$ cat src/rtl/c_store_pkg.sv
// Shared definitions for the rover colour store: colour codes, slot indices
// and the retrieval FSM state type.
package c_store_pkg;

    localparam logic [1:0] EMPTY = 2'b00;
    localparam logic [1:0] RED   = 2'b01;
    localparam logic [1:0] GREEN = 2'b10;
    localparam logic [1:0] BLUE  = 2'b11;

    localparam logic [1:0] SLOT_NONE = 2'd0;
    localparam logic [1:0] SLOT1     = 2'd1;
    localparam logic [1:0] SLOT2     = 2'd2;
    localparam logic [1:0] SLOT3     = 2'd3;

    typedef enum logic [2:0] {
        IDLE,
        LOOKUP,
        CMD,
        WAIT_ARRIVE,
        CLEAR,
        RESP
    } state_t;

endpackage

$ cat src/rtl/c_slot_lookup.sv
// Combinational priority match of the three store slots against a colour;
// the lowest-numbered matching slot wins and EMPTY never matches.
module c_slot_lookup
    import c_store_pkg::*;
(
    input  logic [1:0] pos1,
    input  logic [1:0] pos2,
    input  logic [1:0] pos3,
    input  logic [1:0] color,
    output logic       hit,
    output logic [1:0] slot
);

    always_comb begin
        hit  = 1'b0;
        slot = SLOT_NONE;
        if (color != EMPTY) begin
            if (pos1 == color) begin
                hit  = 1'b1;
                slot = SLOT1;
            end else if (pos2 == color) begin
                hit  = 1'b1;
                slot = SLOT2;
            end else if (pos3 == color) begin
                hit  = 1'b1;
                slot = SLOT3;
            end
        end
    end

endmodule

$ cat src/rtl/c_retrieve.sv
// Retrieval controller: finds a requested colour in the store, moves the rover
// there, clears the slot and reports. Optional arrival timeout: C_RETRIEVE_TIMEOUT_EN.
module c_retrieve
    import c_store_pkg::*;
#(
    parameter int TIMEOUT_CYCLES = 1024
) (
    input  logic       clk,
    input  logic       rst_n,
    input  logic [1:0] pos1,
    input  logic [1:0] pos2,
    input  logic [1:0] pos3,
    input  logic       req_valid,
    input  logic [1:0] req_color,
    output logic       req_ready,
    output logic       cmd_valid,
    output logic [1:0] cmd_slot,
    input  logic       cmd_ready,
    input  logic       arrive,
    output logic       clr_valid,
    output logic [1:0] clr_slot,
    output logic       resp_valid,
    output logic       resp_hit,
    output logic [1:0] resp_slot,
    output logic       resp_err
);

    if (TIMEOUT_CYCLES < 1) begin : g_param_check
        $error("TIMEOUT_CYCLES must be at least 1");
    end

    state_t     state;
    logic [1:0] color_q;
    logic [1:0] slot_q;
    logic       lk_hit;
    logic [1:0] lk_slot;

    c_slot_lookup u_lookup (
        .pos1  (pos1),
        .pos2  (pos2),
        .pos3  (pos3),
        .color (color_q),
        .hit   (lk_hit),
        .slot  (lk_slot)
    );

`ifdef C_RETRIEVE_TIMEOUT_EN
    localparam int CNT_W = $clog2(TIMEOUT_CYCLES + 1);
    logic [CNT_W-1:0] wait_cnt;
    logic             timeout;

    // Fires on the last permitted wait cycle so that an arrive in that same
    // cycle still takes priority.
    assign timeout = (wait_cnt == CNT_W'(TIMEOUT_CYCLES - 1));
`else
    assign resp_err = 1'b0;
`endif

    always_ff @(posedge clk or negedge rst_n) begin
        if (!rst_n) begin
            state      <= IDLE;
            color_q    <= EMPTY;
            slot_q     <= SLOT_NONE;
            req_ready  <= 1'b1;
            cmd_valid  <= 1'b0;
            cmd_slot   <= SLOT_NONE;
            clr_valid  <= 1'b0;
            clr_slot   <= SLOT_NONE;
            resp_valid <= 1'b0;
            resp_hit   <= 1'b0;
            resp_slot  <= SLOT_NONE;
`ifdef C_RETRIEVE_TIMEOUT_EN
            wait_cnt   <= '0;
            resp_err   <= 1'b0;
`endif
        end else begin
            clr_valid  <= 1'b0;
            resp_valid <= 1'b0;
            case (state)
                IDLE: begin
                    if (req_valid && req_ready) begin
                        color_q   <= req_color;
                        req_ready <= 1'b0;
                        state     <= LOOKUP;
                    end
                end
                LOOKUP: begin
                    if (lk_hit) begin
                        slot_q    <= lk_slot;
                        cmd_valid <= 1'b1;
                        cmd_slot  <= lk_slot;
                        state     <= CMD;
                    end else begin
                        resp_valid <= 1'b1;
                        resp_hit   <= 1'b0;
                        resp_slot  <= SLOT_NONE;
                        state      <= RESP;
                    end
                end
                CMD: begin
                    if (cmd_ready) begin
                        cmd_valid <= 1'b0;
                        cmd_slot  <= SLOT_NONE;
`ifdef C_RETRIEVE_TIMEOUT_EN
                        wait_cnt  <= '0;
`endif
                        state     <= WAIT_ARRIVE;
                    end
                end
                WAIT_ARRIVE: begin
                    if (arrive) begin
                        clr_valid <= 1'b1;
                        clr_slot  <= slot_q;
                        state     <= CLEAR;
                    end
`ifdef C_RETRIEVE_TIMEOUT_EN
                    else if (timeout) begin
                        resp_valid <= 1'b1;
                        resp_hit   <= 1'b0;
                        resp_slot  <= SLOT_NONE;
                        resp_err   <= 1'b1;
                        state      <= RESP;
                    end else begin
                        wait_cnt <= wait_cnt + CNT_W'(1);
                    end
`endif
                end
                CLEAR: begin
                    clr_slot   <= SLOT_NONE;
                    resp_valid <= 1'b1;
                    resp_hit   <= 1'b1;
                    resp_slot  <= slot_q;
                    state      <= RESP;
                end
                RESP: begin
                    resp_hit  <= 1'b0;
                    resp_slot <= SLOT_NONE;
`ifdef C_RETRIEVE_TIMEOUT_EN
                    resp_err  <= 1'b0;
`endif
                    req_ready <= 1'b1;
                    state     <= IDLE;
                end
                default: state <= IDLE;
            endcase
        end
    end

endmodule

$ cat config.mk
export PLATFORM = sky130hd
export DESIGN_NAME = c_retrieve
export DESIGN_NICKNAME = d
export VERILOG_FILES = /design/src/rtl/c_store_pkg.sv /design/src/rtl/c_slot_lookup.sv /design/src/rtl/c_retrieve.sv
export SDC_FILE = /design/constraint.sdc
export NUM_CORES = 1
export LEC_CHECK = 0
export CAP_MARGIN = 20
export CORE_ASPECT_RATIO = 0.9
export CORE_UTILIZATION = 50
export CTS_BUF_LIST = sky130_fd_sc_hd__clkbuf_8
export DETAILED_ROUTE_END_ITERATION = 7
export PLACE_DENSITY = 0.81
export SETUP_SLACK_MARGIN = 0.5
export SYNTH_ARGS = -nofsm -noshare
export SYNTH_HDL_FRONTEND = slang
export SYNTH_HIERARCHICAL = 1
export SYNTH_SLANG_ARGS = --single-unit
$ cat constraint.sdc
create_clock -name clk -period 2.2 [get_ports clk]
set_input_delay 0.44 -clock clk [delete_from_list [all_inputs] [get_ports clk]]
set_output_delay 0.44 -clock clk [all_outputs]
set_load 0.03 [all_outputs]
==> results.toml <==
[routing]
ant_nets = 0
finalWirelength_um = 2400
drtIter0Drc = 15
post-route-drc-count = 0
routedWlPerCell_um = 15.3
via_per_inst = 5.79
via_count = 909
drtPass1Iterations = 4

[global_route]
grt_pass1_wl_um = 3840
use_met3 = 0.0539
grt_usage = 0.235
busiest_layer = "met2"
use_met2 = 0.411
met1_usage = 0.291
grt_pass1_vias = 856
antenna_found_initial = 0
grt_overflow = 0
grt_max_degree = 19

[synth]
synth_nets = 113
synth_seq_area_share = 0.444
synthDistinctLibCells = 40
synth-seq-cells = 18
syn_area_per_cell_sq_um = 10.2
yosysWarningCount = 6
synthCells = 100
syn_area_sq_mm = 0.00102

[cts]
clockRootBuffer = "clkbuf_8"
cts_made_buffers = 3
clk_pin_slew_ns = 0.07
cts_sinks = 18
clk_latency_ns = 0.25
clockBufferDepth = 2
cts_tree = "done"
cts-htree-levels = 1

[setup_path]
slowest_stage = "dfrtp_2"
critPathTopFamily = "compound AO/OA/AOI/OAI gates"
slowest_delay_ns = 0.40
cp_data_arrival_time_ns = 1.88
path_common_cell = "buf_4"
startpoint_type = "flip-flop"
path_buf_inv = 2
crit_path_end_kind = "flip-flop"
required_ns = 2.40
critical_path_class = "reg2reg"
crit_chain = "buf_4 -> buf_4 -> nor3_1 -> a31oi_1 -> o221ai_1 -> mux2_4"
worst-path-max-fanout = 7

[cells_and_area]
n_antenna_cell = 0
final_cell_mix = "15 x dfrtp_1, 12 x buf_4, 11 x dlygate4sd2_1"
final_cells = 157
syn_to_final_growth_pct = 40.0
final_common_cell = "dfrtp_1"
final_area_sq_mm = 0.00142
final_nets = 146
layout-drive-gt1-share = 0.318

[timing]
fin_crit_ns = 1.68
rsz0062_at_grt = "true"
setup_ws_ns = 0.519
max_slew_margin = 0.636
finalClockSkew_ns = 0.00554
drv_slew = 0
whs_ns = 0.500
fin_crit_sh = 0.764
setup_viol = 0
fmax_mhz = 595
worstMarginPinSlew_ns = 0.546
finalHoldViolations = 0

[placed_design]
pre_cts_slack_ns = -0.0823
placed_area_sq_mm = 0.00127
portBuffers = 23
dp_cells = 147
dpl.hpwl_um = 1430
place_congestion = 0.774

[status]
status = "finished clean"

[floorplanning]
io_pins = 25
die_x_um = 49.5
start_util = 0.531
die_area_sq_mm = 0.00222
row_count = 15
core_area_sq_mm = 0.00191
die_h_um = 44.8

[run]
maxCapViolations = 0

[pwr]
pwr_density_cell_mw_per_mm2 = 1320
p_leak_nw = 0.708
max-vdd-ir-drop_uv = 970

[worst_hold_path]
hold_class = "reg2reg"
## layer usage
layer	routed length [um]	vias to the layer above
li1	-	426
met1	981	443
met2	1200	32
met3	143	8
met4	74	0
met5	0	-
## cell usage after synthesis, drive strengths merged
cell / n / area share
and4b: 1 / 0.014
a211oi: 1 / 0.0074
buf: 7 / 0.063
o22ai: 3 / 0.018
nor2: 9 / 0.036
dfstp: 1 / 0.026
nor2b: 2 / 0.012
and4bb: 2 / 0.028
o221ai: 1 / 0.0086
o2bb2ai: 2 / 0.017
conb: 1 / 0.0037
mux2: 4 / 0.052
a21o: 1 / 0.0074
nand3b: 1 / 0.0074
nand3: 1 / 0.0049
mux2i: 1 / 0.0098
a21oi: 11 / 0.054
a22oi: 2 / 0.015
a311oi: 1 / 0.0086
and3b: 1 / 0.0086
and2b: 1 / 0.0074
inv: 3 / 0.011
nand2: 6 / 0.022
o22a: 1 / 0.0086
nor3: 3 / 0.015
a22o: 2 / 0.017
nand2b: 5 / 0.031
xnor2: 2 / 0.017
nand4b: 1 / 0.0086
a211o: 2 / 0.017
a31oi: 3 / 0.018
dfrtp: 17 / 0.42
a21boi: 1 / 0.0074
## worst register-to-register path, delay by kind of cell, from the launching register on
kind                   cells  cell delay [ns]
muxes                      1             0.21
AOI/OAI and AO/OA          2             0.44
buffers and inverters      2             0.32
DFF                        1             0.40
and+or+nand+nor            1             0.26
## report_power, final
group	internal (mW)	switching (mW)	leakage [nW]	total, mW
Sequential	0.465	0.184	0.231	0.649
Combinational	0.511	0.498	0.450	1.01
Clock	0.124	0.104	0.0269	0.227
## cells by family (layout without fill, tap and decap cells)
kind of cell / count (synthesis) / count (layout) / share of synthesized area
AO/OA/AOI/OAI: 31 / 31 / 0.205
XOR/XNOR: 2 / 2 / 0.0172
multiplexers: 5 / 5 / 0.0615
other: 1 / 1 / 0.00369
AND/OR/NAND/NOR: 33 / 33 / 0.194
flip-flops: 18 / 18 / 0.444
buffers and inverters: 10 / 42 / 0.0738
## flip-flops by register name, summed over array words and instances (netlist names)
register / flops
state: 3
clr_slot: 2
cmd_slot: 2
color_q: 2
resp_slot: 2
slot_q: 2
clr_valid: 1
cmd_valid: 1
req_ready: 1
resp_hit: 1
resp_valid: 1
## path summary, 6_finish.rpt
path                                   from          end  slack, ns  cells past startpoint
min in group asynchronous             rst_n    slot_q[1]       0.52                      2
worst max register to register   color_q[0]    slot_q[0]       0.52                      6
worst min register to register  cmd_slot[0]  cmd_slot[0]       0.50                      1
worst max-delay path             color_q[0]    slot_q[0]       0.52                      6
max in group asynchronous             rst_n    req_ready       1.42                      2
worst min-delay path            cmd_slot[0]  cmd_slot[0]       0.50                      1
## metrics by stage
step | power, mW | TNS, ns | utilization
after floorplan | 1.29 | 0 | -
after global placement | 1.50 | -0.000515 | 0.662
after detailed placement | 1.51 | -0.202 | 0.662
after CTS | 1.80 | 0 | 0.710
after global routing | 2.01 | 0 | 0.744
final | 1.88 | 0 | 0.744
## area by class of cell
type | count | area [sq um]
Sequential cell | 18 | 454
Clock buffer | 3 | 41.3
Inverter | 3 | 11.3
Fill cell | 144 | 490
Clock inverter | 1 | 3.75
Multi-Input combinational cell | 72 | 586
Timing Repair Buffer | 35 | 297
Tap cell | 25 | 31.3
## timing repair
| action | 4_1_cts | 5_1_grt |
|---|---|---|
| hold buffers | 0 | 0 |
| endpoints found under the setup margin | 21 | 12 |
| pin swaps | 4 | 3 |
| setup buffers | 5 | 1 |
| resized for setup | 28 | 14 |
No activity file was read; power rests on OpenSTA's default activity.
